<file path="config.mk">
export PLATFORM = sky130hd
export DESIGN_NAME = serial_subtractor
export DESIGN_NICKNAME = d
export VERILOG_FILES = /design/src/rtl/serial_subtractor_pkg.sv /design/src/rtl/serial_subtractor_cell.sv /design/src/rtl/serial_subtractor.sv
export SDC_FILE = /design/constraint.sdc
export NUM_CORES = 1
export LEC_CHECK = 0
export BUFFER_PORTS_ARGS = -buffer_cell sky130_fd_sc_hd__buf_2
export CAP_MARGIN = 20
export CORE_MARGIN = 2
export CORE_UTILIZATION = 50
export CTS_BUF_LIST = sky130_fd_sc_hd__clkbuf_8
export DETAILED_ROUTE_END_ITERATION = 10
export PLACE_DENSITY = 0.79
export REMOVE_ABC_BUFFERS = 1
export SYNTH_ARGS = -nofsm -noshare
export SYNTH_HDL_FRONTEND = slang
export SYNTH_HIERARCHICAL = 1
export SYNTH_SLANG_ARGS = --single-unit
</file>
<file path="constraint.sdc">
create_clock -name clk -period 1.3 [get_ports clk]
set_clock_uncertainty 0.05 [all_clocks]
set_input_delay 0.13 -clock clk [delete_from_list [all_inputs] [get_ports clk]]
set_output_delay 0.13 -clock clk [all_outputs]
set_load 0.05 [all_outputs]
</file>
<file path="src/rtl/serial_subtractor_pkg.sv">
// Shared definitions for the bit-serial subtractor: state encoding,
// default operand width and the bit-counter width helper.
package serial_subtractor_pkg;

    localparam int DEFAULT_WIDTH = 8;

    typedef enum logic [1:0] {
        IDLE = 2'd0,
        RUN  = 2'd1,
        DONE = 2'd2
    } state_t;

    // A 1-bit operand still needs a 1-bit counter, hence the floor of one.
    function automatic int cnt_width(input int w);
        return (w > 1) ? $clog2(w) : 1;
    endfunction

endpackage

</file>
<file path="src/rtl/serial_subtractor_cell.sv">
// Combinational one-bit full subtractor: Diff = a - b - c, Borrow is the
// borrow-out of that bit.
module full_subtractor_cell (
    input  logic a,
    input  logic b,
    input  logic c,
    output logic Diff,
    output logic Borrow
);

    assign Diff   = a ^ b ^ c;
    assign Borrow = (~a & b) | (~(a ^ b) & c);

endmodule

</file>
<file path="src/rtl/serial_subtractor.sv">
// Bit-serial WIDTH-bit subtractor, LSB first, one bit per clock through a
// single full-subtractor cell with the borrow fed back through a register.
module serial_subtractor
    import serial_subtractor_pkg::*;
#(
    parameter int WIDTH = DEFAULT_WIDTH
) (
    input  logic             clk,
    input  logic             rst,
    input  logic             start,
    input  logic [WIDTH-1:0] a,
    input  logic [WIDTH-1:0] b,
    input  logic             bin,
    output logic             busy,
    output logic             done,
    output logic [WIDTH-1:0] Diff,
    output logic             Borrow
);

    localparam int CW = cnt_width(WIDTH);
    localparam logic [CW-1:0] LAST = CW'(WIDTH - 1);

    state_t           state;
    logic [WIDTH-1:0] a_sr;
    logic [WIDTH-1:0] b_sr;
    logic             borrow_q;
    logic [CW-1:0]    count;
    logic             d;
    logic             bo;
    logic [WIDTH-1:0] diff_shift;

    full_subtractor_cell u_cell (
        .a      (a_sr[0]),
        .b      (b_sr[0]),
        .c      (borrow_q),
        .Diff   (d),
        .Borrow (bo)
    );

    // Result bits enter from the MSB side so the LSB lands at bit 0 last.
    always_comb begin
        diff_shift            = Diff >> 1;
        diff_shift[WIDTH-1]   = d;
    end

    always_ff @(posedge clk or posedge rst) begin
        if (rst) begin
            state    <= IDLE;
            busy     <= 1'b0;
            done     <= 1'b0;
            Diff     <= '0;
            Borrow   <= 1'b0;
            a_sr     <= '0;
            b_sr     <= '0;
            borrow_q <= 1'b0;
            count    <= '0;
        end else begin
            case (state)
                IDLE: begin
                    done <= 1'b0;
                    if (start) begin
                        a_sr     <= a;
                        b_sr     <= b;
                        borrow_q <= bin;
                        count    <= '0;
                        Diff     <= '0;
                        busy     <= 1'b1;
                        state    <= RUN;
                    end
                end
                RUN: begin
                    a_sr     <= a_sr >> 1;
                    b_sr     <= b_sr >> 1;
                    Diff     <= diff_shift;
                    borrow_q <= bo;
                    count    <= count + CW'(1);
                    if (count == LAST) begin
                        Borrow <= bo;
                        done   <= 1'b1;
                        state  <= DONE;
                    end
                end
                DONE: begin
                    done  <= 1'b0;
                    busy  <= 1'b0;
                    state <= IDLE;
                end
                default: begin
                    done  <= 1'b0;
                    busy  <= 1'b0;
                    state <= IDLE;
                end
            endcase
        end
    end

endmodule
</file>
==> impl_results.md <==
* Final wirelength at 3090 µm
* Area contributors post-synth: dfrtp_1, a22o_1, nor3_1
* Failing checks: negative setup slack
* CTS H-tree depth at 2
* Placed standard-cell area at 1680 µm²
* Critical-path maximum fanout at 2
* DPL Wire Length at 2110 µm
* Final slew viol count at 0
* Tot GR Track Use at 20.5%
* Worst hold start: b[7]
* Final Cell Area at 1840 µm²
* First-pass GRT wire length at 5240 µm
* Worst vdd ir at 1.93 mV
* Slew headroom at 62.1%
* NumNets Final at 202
* Number of top-level pins at 31
* Inst Count DP at 199
* Leak pwr at 0.874 nW
* Final hold vios at 0
* Final critical-path required period at 1.34 ns
* Register-to-register setup slack at -0.04 ns
* Inserted Clock Buffers at 5
* Top-count cell post-synth: dfrtp_1
* Post-Place Worst Slack at -0.125 ns
* Arr. time, crit path at 1.46 ns
* Post-synthesis sequential area ratio at 56.5%
* Area share of the largest cell type after synthesis at 56.5%
* CTS tree: yes
* Die height at 58.1 µm
* Hold Crit Depth at 3
* Outcome: finished with violations
* Synth top cells by count: dfrtp_1, nor3_1, a21oi_1, a22o_1, o22ai_1
* Worst r2r dst: Borrow
* Post-route ant nets at 0
* Drt first pass iters at 4
* Site Rows at 19
* Post-synth EDFFs at 0
* Die width at 58.1 µm
* Synth Cell Area at 1460 µm²
* Core area at 2760 µm²
* Sinks on the clock net at 33
* Unrepaired setup endpoints after global routing: yes
* Worst Hold End: b_sr[7]
* Main synth FF type: dfrtp_1
* Worst-Margin Slew at 0.569 ns
* Critical Path RT at 1.42 ns
* Clk pin slew, worst setup/hold paths at 0.07 ns
* Post-Syn Area per Cell at 10.6 µm²
* I/O Buffers at 30
* Fillers at 232
* Initial DRC count at 51
* Vias in the first global route at 1134
* Synth warnings at 6
* Period Utilization, post-route at 103%
* Initial Utilization at 53.0%
* Die area at 3370 µm²
* Vias at 1211
* Vias per inst at 5.77
* Setup TNS at -0.0382 ns
* Fraction of layout cells with a size suffix above 1 at 36.3%
* Final worst slack at -0.0382 ns
* Total gr overflow at 0
* Max Cap Viol at 0
* P&R area growth vs syn at 26.1%
* Final Setup Violations at 1
* CP startpoint kind: flip-flop
* Later-pin clock latency in the skew report at 0.28 ns
* Post-synth ARST share at 100%
* Worst Setup End Kind: flip-flop
* Peak Freq at 0.747 GHz
* Clock Tree Buf Depth at 2
* Post-Syn Instances at 138
* Drt drc at 0
* Leading area contributor after synthesis: dfrtp_1
* Synth Register Bits at 33
* Pin count of the biggest net entering global routing at 34
* Synth cell types at 28
* Final GP Congestion at 0.790
* Final core utilization at 66.9%
* CTS root buffer: clkbuf_8
* Ant. Diodes at 0
* WS Path Type: flip-flop to flip-flop
* Hold Crit Class: input port to flip-flop
* Worst r2r path cells at 4
* R2R Path Start: count[0]
* Routed wire length per instance at 14.7 µm
* Initial antenna violation count at 0
* Pwr/cell area at 2630 nW/µm²
* Finished Layout Cells at 210
* Setup crit start: count[0]
==> worst max-delay path, cell delays in order (launching register included) <==
cell and delay, ns:
dfrtp_1 0.39, ha_2 0.20, ha_4 0.16, and2_4 0.14
mux2_4 0.29
==> registers in the layout, summed over array words and instances, names as in the netlist <==
register,cells
borrow_q,1
a_sr,8
Diff,8
busy,1
count,3
b_sr,8
Borrow,1
done,1
state,2
==> cell type report <==
class                   instances  area [µm²]  share of cell area [%]
clock inverters                 1        3.75                   0.204
clock buffers                   6        82.6                    4.48
inverters                       9        33.8                    1.83
repair buffers                 44         258                    14.0
flip-flops and latches         33         827                    44.8
multi-input cells              86         601                    32.6
well taps                      31        38.8                    2.10
==> cell families after synthesis <==
logic type / synth area share (%)
AO/OA/AOI/OAI: 20.4
flip-flops: 56.5
adder cells (fa/ha/maj): 3.08
multiplexers: 0.770
AND/OR/NAND/NOR: 13.6
buffers and inverters: 5.73
==> repair_timing <==
action / CTS / global route
cloned: 0 / 0
setup endpoints to repair: 4 / 24
resized for setup: 7 / 8
setup buffers: 1 / 2
pin swaps: 0 / 1
hold buffers: 1 / 0
hold endpoints to repair: 33 / 0
==> metrics by stage <==
| stage | hold WS [ns] | total power, mW |
|---|---|---|
| finish | 0.0264 | 4.85 |
| global route | 0.0494 | 5.18 |
| CTS | 0.0268 | 4.77 |
| detailed placement | 0.192 | 3.93 |
| global placement | 0.183 | 3.84 |
| floorplan | 0.207 | 3.28 |
==> cell usage in the layout (no fill, tap or decap) <==
cell type      instances
dfrtp_1               32
buf_2                 30
nor3_1                15
buf_4                 13
a21oi_1               11
a22o_1                10
o22ai_1               10
nor2_1                 9
inv_1                  7
clkbuf_8               6
o21ai_1                5
inv_2                  3
o22a_1                 3
nand2_1                3
nand2b_2               2
nor3b_2                2
a211oi_1               2
nor2b_1                2
o21ba_4                1
o21bai_2               1
nor4b_1                1
nor3b_1                1
or4b_1                 1
o21ai_0                1
nor2b_2                1
and2_4                 1
mux2_4                 1
ha_2                   1
ha_4                   1
dlygate4sd3_1          1
dfrtp_2                1
fa_2                   1
==> report_power, final <==
group / internal [mW] / switching, mW / leakage [nW]
Clock: 0.412 / 0.355 / 0.0485
Combinational: 0.922 / 1.36 / 0.428
Sequential: 1.49 / 0.305 / 0.398
Total: 2.83 / 2.02 / 0.874
==> layer usage <==
layer  vias up  wire length (µm)  GRT usage [%]  share of wire [%]
met5         -                 0              0                  0
met4         0                34           4.98                1.1
met3         4               203           7.14                6.6
met2        46              1510           32.3                 49
met1       586              1340           27.4                 43
li1        575                 -              -                  -
==> worst max path at each step <==
stage               endpoint
finish                Borrow
global route          Borrow
CTS                   Borrow
detailed placement    Borrow
global placement      Borrow
floorplan             Borrow
No activity file was read; power rests on OpenSTA's default activity.
